--- src/rtl/rv_pkg.sv ---
// Shared CPU-wide types and constants for the fetch/decode front end.
package rv_pkg;

   typedef logic [31:0] InstAddrBus;
   typedef logic [31:0] InstBus;

   // addi x0, x0, 0 -- what decode sees whenever no real instruction is present
   localparam InstBus     INST_NOP     = 32'h0000_0013;
   localparam InstAddrBus CpuResetAddr = 32'h0000_0000;

endpackage

--- src/rtl/ifq_ram.sv ---
// Storage array for the fetch/decode queue: one synchronous write port,
// one asynchronous read port, no reset (contents are qualified by the queue count).
module ifq_ram #(
   parameter int DEPTH = 4,
   parameter int AW    = $clog2(DEPTH)
) (
   input  logic          clk,
   input  logic          we,
   input  logic [AW-1:0] waddr,
   input  logic [63:0]   wdata,
   input  logic [AW-1:0] raddr,
   output logic [63:0]   rdata
);

   logic [63:0] mem [DEPTH];

   always_ff @(posedge clk) begin
      if (we) begin
         mem[waddr] <= wdata;
      end
   end

   assign rdata = mem[raddr];

endmodule

--- src/rtl/if_id_queue.sv ---
// Instruction queue between fetch and decode with a valid/ready output and jump flush.
// Optional zero-latency empty-queue bypass is enabled with `define IF_ID_QUEUE_BYPASS_EN.
module if_id_queue
   import rv_pkg::*;
#(
   parameter int DEPTH = 4
) (
   input  logic                     clk,
   input  logic                     rst_n,
   input  logic                     flush_i,
   input  InstAddrBus               pc_i,
   input  InstBus                   inst_i,
   input  logic                     inst_valid_i,
   output logic                     inst_ready_o,
   output InstAddrBus               id_pc_o,
   output InstBus                   id_inst_o,
   output logic                     id_valid_o,
   input  logic                     id_ready_i,
   output logic                     full_o,
   output logic [$clog2(DEPTH):0]   count_o
);

   localparam int AW = $clog2(DEPTH);
   localparam int CW = AW + 1;
   localparam logic [CW-1:0] FULL_CNT = CW'(DEPTH);

   logic [AW-1:0] wr_ptr;
   logic [AW-1:0] rd_ptr;
   logic [CW-1:0] count;
   logic          empty;
   logic          full;
   logic          push;
   logic          pop;
   logic          bypass;
   logic          bypass_take;
   logic [63:0]   head;

   assign empty = (count == '0);
   assign full  = (count == FULL_CNT);

`ifdef IF_ID_QUEUE_BYPASS_EN
   // An empty queue forwards the fetch beat straight to decode; if decode takes it, it is never stored.
   assign bypass      = empty & inst_valid_i & ~flush_i;
   assign bypass_take = bypass & id_ready_i;
`else
   assign bypass      = 1'b0;
   assign bypass_take = 1'b0;
`endif

   assign push = inst_valid_i & ~full & ~flush_i & ~bypass_take;
   assign pop  = ~empty & id_ready_i & ~flush_i;

   assign inst_ready_o = ~full;
   assign full_o       = full;
   assign count_o      = count;

   ifq_ram #(
      .DEPTH (DEPTH),
      .AW    (AW)
   ) u_ram (
      .clk   (clk),
      .we    (push),
      .waddr (wr_ptr),
      .wdata ({pc_i, inst_i}),
      .raddr (rd_ptr),
      .rdata (head)
   );

   // Stale storage is never shown: without a valid head decode sees a NOP at PC 0.
   always_comb begin
      id_valid_o = 1'b0;
      id_pc_o    = '0;
      id_inst_o  = INST_NOP;
      if (!empty) begin
         id_valid_o = 1'b1;
         id_pc_o    = head[63:32];
         id_inst_o  = head[31:0];
      end else if (bypass) begin
         id_valid_o = 1'b1;
         id_pc_o    = pc_i;
         id_inst_o  = inst_i;
      end
   end

   // Reset and flush both just empty the queue; occupancy has its own counter so full and empty are unambiguous.
   always_ff @(posedge clk) begin
      if (!rst_n || flush_i) begin
         wr_ptr <= '0;
         rd_ptr <= '0;
         count  <= '0;
      end else begin
         if (push) begin
            wr_ptr <= wr_ptr + 1'b1;
         end
         if (pop) begin
            rd_ptr <= rd_ptr + 1'b1;
         end
         case ({push, pop})
            2'b10:   count <= count + CW'(1);
            2'b01:   count <= count - CW'(1);
            default: count <= count;
         endcase
      end
   end

endmodule

--- config.mk ---
export PLATFORM = sky130hd
export DESIGN_NAME = if_id_queue
export DESIGN_NICKNAME = d
export VERILOG_FILES = /design/src/rtl/rv_pkg.sv /design/src/rtl/ifq_ram.sv /design/src/rtl/if_id_queue.sv
export SDC_FILE = /design/constraint.sdc
export NUM_CORES = 1
export LEC_CHECK = 0
export ABC_CLOCK_PERIOD_IN_PS = 8650
export BUFFER_PORTS_ARGS = -buffer_cell sky130_fd_sc_hd__buf_2
export CORE_UTILIZATION = 35
export CTS_BUF_LIST = sky130_fd_sc_hd__clkbuf_4
export DETAILED_ROUTE_END_ITERATION = 8
export GPL_ROUTABILITY_DRIVEN = 1
export SLEW_MARGIN = 25
export SYNTH_ARGS = -nofsm -noshare
export SYNTH_HDL_FRONTEND = slang
export SYNTH_HIERARCHICAL = 1
export SYNTH_SLANG_ARGS = --single-unit
--- constraint.sdc ---
create_clock -name clk -period 8.65 [get_ports clk]
set_input_delay 0.865 -clock clk [delete_from_list [all_inputs] [get_ports clk]]
set_output_delay 0.865 -clock clk [all_outputs]
set_load 0.02 [all_outputs]
==> results_dict.tcl, run 1 <==
set metrics [dict create \
    synth_top_cell_area_share_pct 75.5 \
    gp_congestion 0.695 \
    hold_viol_final 0 \
    drv_slew 0 \
    drv_cap 0 \
    syn_area_um2 10200 \
    grt_pass1_vias 5726 \
    clock_skew_ps 31.5 \
    final_cell_mix "256 x edfxtp_1, 138 x buf_2, 104 x clkbuf_4" \
    synthCells 452 \
    slew_headroom_pct 49.5 \
    die_area_um2 29800 \
    die_w_um 173 \
    final.setup.tns_ps 0 \
    grt_remaining_overflow 0 \
    ant_nets 0 \
    cpMaxStageDelayCell "dfxtp_4" \
    clk_pin_slew_ps 60 \
    avgRoutedWirePerCell_um 18.4 \
    leakage_nw 4.23 \
    cp_max_fo 37 \
    fin_cells 1087 \
    cpPeakStageDelay_ps 740 \
    ios 139 \
    wirelength_mm 20.0 \
    portBuffers 138 \
    cts_resized 0 \
    dp_cells 959 \
    fin_nets 719 \
    worstHoldPathCells 1 \
    h-tree-depth 3 \
    core_um2 28700 \
    period_share_pct 45.5 \
    dieHeight_um 173 \
    yosysSeqAreaShare_pct 76.8 \
    place_hpwl_mm 11.3 \
    finalCriticalPeriod_ps 3940 \
    firstDrtPassIters 7 \
    startpoint_type "flop" \
    r2r_cells 6 \
    place_area_um2 11200 \
    hold_start "inst_i[24]" \
    vias_per_cell 4.68 \
    clock_sinks 263 \
    holdPathEnd "u_ram/mem[0][24]$_DFFE_PP_" \
    yosys_warnings 6 \
    synth.distinct_cells 29 \
    drt_iter0_drc 259 \
    irDropWorstVdd_mv 0.104 \
    grt_use_total_pct 13.8 \
    required_ps 7790 \
    critPathCaptureType "output port" \
    row_count 62 \
    area_growth_pct 19.4 \
    pre_cts_ws_ps 5170 \
    clk_latency_ps 630 \
    layout_commonest_cell "edfxtp_1" \
    hold_class "input pin to flop" \
    worst_slack_ps 4710 \
    layout-drive-gt1-share_pct 46.6 \
    postCtsSetupBuffers 0 \
    final_area_um2 12200 \
    synth_seq_cells 263 \
    cts.path.max_buffers 3 \
    yosys-top-cells-area "edfxtp_1 75%, mux4_2 13%, and2_1 3.7%" \
    ctsHoldBuffers 0 \
    cts_tree "done" \
    status "complete, no violations" \
    worst_pin_slew_ps 758 \
    post-route-util_pct 42.4 \
    crit_arrival_ps 3070 \
    r2r_slack_ps 5960 \
    vias 5086 \
    finalSetupViolations 0 \
    clock.fmax_mhz 254 \
    rsz0062_at_grt "no" \
    antenna_found_initial 3 \
    crit_type "flop to output port" \
    crit_chain "buf_4 > mux4_1 > nand2b_1 > buf_2" \
    worstReg2RegEnd "u_ram/mem[2][31]$_DFFE_PP_" \
    synth.avg_cell_area_um2 22.5 \
    rr_startpoint "count_o[1]$_SDFFE_PP0P_" \
    drc 0 \
    synth_nets 523 \
    cts-root-buf "clkbuf_4" \
    start_util_pct 35.5 \
    power_density_nw_per_um2 214 \
    synth_area_leader_cell "edfxtp_1" \
    cts_made_buffers 70 \
    grt_pass1_wl_mm 31.1 \
    grt_max_degree 66 \
]
[kinds of logic (layout without fill, tap and decap cells)]
logic type	count (synthesis)	in the layout	synth area share, %
xor+xnor	4	4	0.344
mux	65	65	14.4
buf+inv	28	276	2.59
fa+ha+maj	2	2	0.319
compound gates	7	7	0.405
other cells	0	3	0
flops	263	263	76.8
simple gates	83	83	5.10
[power by group]
group	switching (mW)	internal (mW)	leakage, nW
Clock	0.471	0.609	0.542
Combinational	0.0593	0.0426	1.30
Sequential	0.00572	1.42	2.38
[worst max-delay path by stage]
stage	slack, ps	startpoint	end
detailed placement	5170	rd_ptr[0]$_SDFFE_PP0P_	id_inst_o[1]
floorplan	2210	count_o[0]$_SDFFE_PP0P_	u_ram/mem[0][0]$_DFFE_PP_
CTS	4470	rd_ptr[0]$_SDFFE_PP0P_	id_inst_o[1]
global route	4380	rd_ptr[0]$_SDFFE_PP0P_	id_inst_o[1]
finish	4710	rd_ptr[0]$_SDFFE_PP0P_	id_inst_o[1]
global placement	5170	rd_ptr[0]$_SDFFE_PP0P_	id_inst_o[1]
[critical path, delay by kind of cell (launching register included)]
kind / cells / cell delay, ps
buf+inv: 2 / 900
flops: 1 / 740
mux: 1 / 620
simple gates: 1 / 160
[cell usage after synthesis (all sizes together)]
| library cell | instances |
|---|---|
| o311ai | 1 |
| a21oi | 3 |
| o31ai | 1 |
| buf | 19 |
| dfxtp | 7 |
| nor3b | 2 |
| and3b | 2 |
| mux2 | 1 |
| nor2 | 8 |
| and2 | 61 |
| or3 | 3 |
| and3 | 1 |
| edfxtp | 256 |
| xor2 | 4 |
| mux4 | 64 |
| nand2 | 1 |
| o21ai | 2 |
| fa | 1 |
| nand2b | 4 |
| ha | 1 |
| inv | 6 |
| clkbuf | 3 |
| nand3 | 1 |
[sequential cells by signal (all words and copies together) (netlist names)]
signal and flops:
count_o 3, rd_ptr 2, u_ram/mem 256, wr_ptr 2
[metrics by stage]
step	hold slack (ps)	power, mW
2_1_floorplan	478	1.51
3_3_place_gp	519	1.55
3_5_place_dp	548	1.56
4_1_cts	363	2.65
5_1_grt	355	2.72
6_report	443	2.61
[cell type report]
class                      instances  area (µm²)
timing repair buffer             146         791
fill                            2623       16500
sequential                       263        7840
clock inverter                    20         131
clock buffer                     104         781
antenna                            3        7.51
inverter                           6        22.5
multi-input combinational        161        2110
tap                              384         480
[metal layers]
| metal | track usage (%) | share of wire, % |
|---|---|---|
| met3 | 5.06 | 7.1 |
| met1 | 16.2 | 41 |
| met2 | 23.1 | 51 |
| met5 | 0 | 0.095 |
| met4 | 5.02 | 1.4 |
(Power assumes the default switching activity.)
==> inputs of run 2 (changes only) <==
--- a/config.mk
+++ b/config.mk
@@ -5,7 +5,7 @@
 export SDC_FILE = /design/constraint.sdc
 export NUM_CORES = 1
 export LEC_CHECK = 0
-export ABC_CLOCK_PERIOD_IN_PS = 8650
+export ABC_CLOCK_PERIOD_IN_PS = 3650
 export BUFFER_PORTS_ARGS = -buffer_cell sky130_fd_sc_hd__buf_2
 export CORE_UTILIZATION = 35
 export CTS_BUF_LIST = sky130_fd_sc_hd__clkbuf_4
==> constraint.sdc (replaced) <==
create_clock -name clk -period 3.65 [get_ports clk]
set_input_delay 0.365 -clock clk [delete_from_list [all_inputs] [get_ports clk]]
set_output_delay 0.365 -clock clk [all_outputs]
set_load 0.02 [all_outputs]
==> run 2 against run 1 <==
Against the previous run:
- non-clock buffer count rose by 65
- clock power rose by 140%
- power rose by 140%
- via count rose by 3.2%
- die area did not move
- final cell count rose by 5.7%
- clock skew fell by 3.4 ps
- combinational power rose to 2.9 times the previous value
- count of clock-buffer cells in the layout fell by 4
- flip-flop and latch count did not move
- utilization rose by 2.3 points
- routed wire length rose by 1.3%
- critical endpoint is now id_pc_o[28]
- highest routed layer unchanged
==> results_dict.tcl, run 2 (synthesized netlist as in run 1, its figures left out) <==
set metrics [dict create \
    status "complete, no violations" \
    crit_type "flop to output port" \
    dieHeight_um 173 \
    row_count 62 \
    gp_congestion 0.731 \
    crit_arrival_ps 2600 \
    irDropWorstVdd_mv 0.303 \
    ios 139 \
    clock.fmax_mhz 338 \
    vias 5250 \
    die_area_um2 29800 \
    ant_nets 0 \
    clock_sinks 263 \
    layout_commonest_cell "edfxtp_1" \
    grt_pass1_wl_mm 32.1 \
    clk_latency_ps 640 \
    drv_slew 0 \
    place_hpwl_mm 11.4 \
    wirelength_mm 20.2 \
    final.setup.tns_ps 0 \
    firstDrtPassIters 6 \
    portBuffers 138 \
    grt_remaining_overflow 0 \
    antenna_found_initial 3 \
    routed.top_layer "met5" \
    fin_nets 786 \
    cts.path.max_buffers 3 \
    slew_headroom_pct 53.6 \
    finalCriticalPeriod_ps 2960 \
    power_density_nw_per_um2 485 \
    ctsHoldBuffers 64 \
    grt_use_total_pct 14.2 \
    leakage_nw 4.49 \
    area_growth_pct 25.8 \
    die_w_um 173 \
    postCtsSetupBuffers 0 \
    cp_max_fo 31 \
    rsz0062_at_grt "no" \
    cts_tree "done" \
    clock_skew_ps 28.1 \
    final_cell_mix "256 x edfxtp_1, 138 x buf_2, 100 x clkbuf_4" \
    layout-drive-gt1-share_pct 42.9 \
    largest_reg_flops 256 \
    cts-root-buf "clkbuf_4" \
    core_um2 28700 \
    hold_class "input pin to flop" \
    vias_per_cell 4.57 \
    start_util_pct 35.5 \
    finalSetupViolations 0 \
    drc 0 \
    cts_made_buffers 72 \
    clk_pin_slew_ps 60 \
    grt_max_degree 66 \
    place_area_um2 11300 \
    required_ps 3280 \
    drt_iter0_drc 313 \
    worst_pin_slew_ps 696 \
    final_area_um2 12800 \
    dr_wl_met3_mm 1.22 \
    wl_met2_mm 9.87 \
    startpoint_type "flop" \
    hold_viol_final 0 \
    critPathCaptureType "output port" \
    top_register "u_ram/mem" \
    met1Wirelength_mm 8.78 \
    avgRoutedWirePerCell_um 17.6 \
    drv_cap 0 \
    grt_pass1_vias 5955 \
    cts_resized 0 \
    period_share_pct 81.1 \
    h-tree-depth 3 \
]
==> run 2: area by class of cell <==
type                       count  area (µm²)
antenna                        2        5.00
clock buffer                 100         751
clock inverter                22         143
fill                        2573       15900
inverter                       6        22.5
multi-input combinational    161        2120
sequential                   263        7840
tap                          384         480
timing repair buffer         211        1460
==> run 2: routing by layer <==
metal	GRT usage (%)	vias up
met5	0	-
met4	5.39	2
met3	4.71	38
met2	23.4	161
met1	17.2	2633
li1	-	2416
==> run 2: stage by stage <==
step	instances	util [%]	total power [mW]	hold WS, ps	worst slack, ps
5_1_grt	1148	44.7	6.52	96.1	436
3_5_place_dp	960	39.2	3.69	577	1250
2_1_floorplan	452	-	3.57	464	374
4_1_cts	1146	44.6	6.34	60.6	528
6_report	1149	44.7	6.22	133	690
3_3_place_gp	960	39.2	3.68	540	1260
==> run 2: worst max-delay path, cell delays in order (launching register included) <==
cell and delay, ps:
dfxtp_4 760, buf_4 360, mux4_2 530, and2_1 150, buf_2 150
==> run 2: final timing paths <==
kind / slack [ps] / depth (start not counted) / to / from
max reg2reg: 1310 / 6 / u_ram/mem[2][33]$_DFFE_PP_ / count_o[0]$_SDFFE_PP0P_
max: 690 / 4 / id_pc_o[28] / rd_ptr[0]$_SDFFE_PP0P_
min reg2reg: 580 / 2 / count_o[2]$_SDFFE_PP0P_ / count_o[2]$_SDFFE_PP0P_
min: 130 / 4 / wr_ptr[1]$_SDFFE_PP0P_ / inst_valid_i
==> run 2: where the power goes <==
part,total (mW),internal (mW),switching (mW)
logic,0.298,0.147,0.151
clock network,2.55,1.40,1.14
registers,3.37,3.36,0.0139
==> inputs of run 3 (changes only) <==
--- a/config.mk
+++ b/config.mk
@@ -5,7 +5,8 @@
 export SDC_FILE = /design/constraint.sdc
 export NUM_CORES = 1
 export LEC_CHECK = 0
-export ABC_CLOCK_PERIOD_IN_PS = 3650
+export ABC_AREA = 1
+export ABC_CLOCK_PERIOD_IN_PS = 2700
 export BUFFER_PORTS_ARGS = -buffer_cell sky130_fd_sc_hd__buf_2
 export CORE_UTILIZATION = 35
 export CTS_BUF_LIST = sky130_fd_sc_hd__clkbuf_4
==> constraint.sdc (replaced) <==
create_clock -name clk -period 2.7 [get_ports clk]
set_input_delay 0.27 -clock clk [delete_from_list [all_inputs] [get_ports clk]]
set_output_delay 0.27 -clock clk [all_outputs]
set_load 0.02 [all_outputs]
==> run 3 against run 2 <==
Against the previous run:
- die area grew 15%
- clock power increased by 37%
- register-to-register slack got worse by 480 ps
- area after synthesis grew 16%
- via count up 57%
- global-route usage is 1.3 points higher
- final cell count increased by 71%
- critical path type unchanged
- combinational power up 83%
- routed wire length increased by 26%
- non-clock buffer count rose by 16
==> results_dict.tcl, run 3 <==
set metrics [dict create \
    drv_cap 0 \
    gp_congestion 0.728 \
    worst_pin_slew_ps 717 \
    netSwitchingFraction_pct 22.5 \
    fin_nets 1533 \
    crit_type "flop to output port" \
    crit_top_cell "nand2_1" \
    portBuffers 138 \
    wirelength_mm 25.5 \
    final_cell_mix "338 x nand2_1, 335 x inv_1, 256 x edfxtp_1" \
    h-tree-depth 3 \
    whs_ps 374 \
    synth_edf_count 256 \
    cpPeakStageDelay_ps 450 \
    irDropWorstVdd_mv 0.353 \
    synth_adder_area_share_pct 0.276 \
    power.switching_mw 1.93 \
    die_area_um2 34400 \
    synth_compound_area_share_pct 0.245 \
    cts_tree "done" \
    syn_area_um2 11800 \
    crit_chain "buf_16 > nand2_1 > nand3_1 > nand2_1 > or2_1 > buf_2" \
    power_density_nw_per_um2 583 \
    hold_viol_final 0 \
    yosysMostFrequentCell "nand2_1" \
    antenna_found_initial 1 \
    synth_seq_cells 263 \
    yosysSeqAreaShare_pct 66.5 \
    synth-xor-area-share_pct 0 \
    startpoint_type "flop" \
    cp_max_fo 132 \
    cp_top_family "buffers and inverters" \
    drv_slew 0 \
    period_share_pct 92.2 \
    area_growth_pct 25.1 \
    clk_latency_ps 650 \
    pre_cts_ws_ps 664 \
    finalCriticalPeriod_ps 2490 \
    layout_commonest_cell "nand2_1" \
    firstDrtPassIters 4 \
    grt_max_degree 133 \
    synth.distinct_cells 24 \
    clock.fmax_mhz 402 \
    finalSetupViolations 0 \
    worst_slack_ps 212 \
    core_um2 32800 \
    leakage_nw 7.08 \
    dieHeight_um 185 \
    p_total_mw 8.59 \
    clock_sinks 263 \
    avgRoutedWirePerCell_um 13.0 \
    hold_class "input pin to flop" \
    fin_cells 1960 \
    slew_headroom_pct 52.0 \
    synth_mux_area_share_pct 0 \
    postCtsSetupBuffers 0 \
    vias 8218 \
    synth-simple-area-share_pct 19.5 \
    ios 139 \
    yosys_warnings 6 \
    drc 0 \
    synth_nets 1279 \
    p_comb_share_pct 6.4 \
    seq_power_share_pct 53.0 \
    cts_made_buffers 72 \
    place_hpwl_mm 14.3 \
    grt_use_total_pct 15.5 \
    die_w_um 185 \
    synth_top_cell_area_share_pct 65.3 \
    cts.path.max_buffers 3 \
    largest_reg_flops 256 \
    synthCells 1208 \
    crit_arrival_ps 2220 \
    cts-root-buf "clkbuf_4" \
    required_ps 2430 \
    rsz0062_at_grt "yes" \
    ys.flop_type "edfxtp_1" \
    ant_nets 0 \
    clock_skew_ps 41.7 \
    clk_pin_slew_ps 70 \
    start_util_pct 35.9 \
    layout-drive-gt1-share_pct 19.8 \
    drt_iter0_drc 397 \
    dp_cells 1762 \
    vias_per_cell 4.19 \
    synth_area_leader_cell "edfxtp_1" \
    critPathCaptureType "output port" \
    cpMaxStageDelayCell "buf_16" \
    post-route-util_pct 44.9 \
    grt_remaining_overflow 0 \
    crit_buf_inv 2 \
    internal-power_mw 6.66 \
    synth_top_family_by_area "simple AND/OR/NAND/NOR gates" \
    top_register "u_ram/mem" \
    grt_pass1_vias 8227 \
    yosys-top-cells-area "edfxtp_1 65%, nand2_1 11%, inv_1 11%" \
    row_count 66 \
    async_reset_ff_share_pct 0 \
    status "complete, no violations" \
    clkPwrFrac_pct 40.6 \
    grt_pass1_wl_mm 41.2 \
    synth.avg_cell_area_um2 9.74 \
    synth_common_cells "338 x nand2_1, 337 x inv_1, 256 x edfxtp_1" \
]
-- run 3: cell types whose count changed after synthesis, sizes merged, moves of 3 or more --
cell	before	now
nand2	1	341
inv	6	340
nand3	1	132
mux4	64	0
nor2	8	71
and2	61	0
buf	19	43
nand2b	4	0
nor3	0	4
xor2	4	0
or2	0	3
or3	3	0
-- run 3: kinds of logic after synthesis --
| family | count (synthesis) |
|---|---|
| AO/OA/AOI/OAI | 5 |
| adder cells (fa/ha/maj) | 2 |
| buffers and inverters | 387 |
| flip-flops | 263 |
| AND/OR/NAND/NOR | 551 |
-- run 3: timing repair --
item | 4_1_cts | 5_1_grt
gates resized for setup | 0 | 3
hold buffers | 68 | 0
endpoints found under the setup margin | 0 | 16
endpoints found under the hold margin | 263 | 0
-- run 3: metrics by stage --
step	setup TNS (ps)	area, µm²
finish	0	14700
global route	-20.9	14700
CTS	0	14700
detailed placement	0	13100
global placement	0	13100
floorplan	-2690	11800
-- run 3: path summary, 6_finish.rpt --
kind | start | endpoint | slack [ps] | depth (start not counted)
max | rd_ptr[0]$_SDFFE_PP0P_ | id_inst_o[0] | 210 | 6
min | inst_i[4] | u_ram/mem[1][4]$_DFFE_PP_ | 370 | 2
max reg2reg | count_o[2]$_SDFFE_PP0P_ | count_o[2]$_SDFFE_PP0P_ | 830 | 13
min reg2reg | count_o[0]$_SDFFE_PP0P_ | count_o[0]$_SDFFE_PP0P_ | 530 | 2
-- run 3: routing by layer --
layer	track usage, %	up-vias	wire (µm)
met5	0	-	0
met4	5.26	0	480
met3	3.87	42	1300
met2	26.6	184	12400
met1	18.8	3758	11300
li1	-	4234	-
-- run 3: layout make-up --
type	count	area (µm²)
Fill cell	3147	18100
Sequential cell	263	7840
Multi-Input combinational cell	558	2410
Timing Repair Buffer	227	1710
Inverter	340	1290
Clock buffer	106	796
Tap cell	442	553
Clock inverter	23	123
Antenna cell	1	2.50
-- run 3: power by group through the flow --
stage,Combinational [mW],Sequential (mW),Clock [mW]
5_1_grt,0.614,4.55,3.84
6_report,0.546,4.55,3.49
4_1_cts,0.557,4.55,3.62
2_1_floorplan,0.269,4.65,0
3_5_place_dp,0.475,4.64,0
3_3_place_gp,0.469,4.64,0
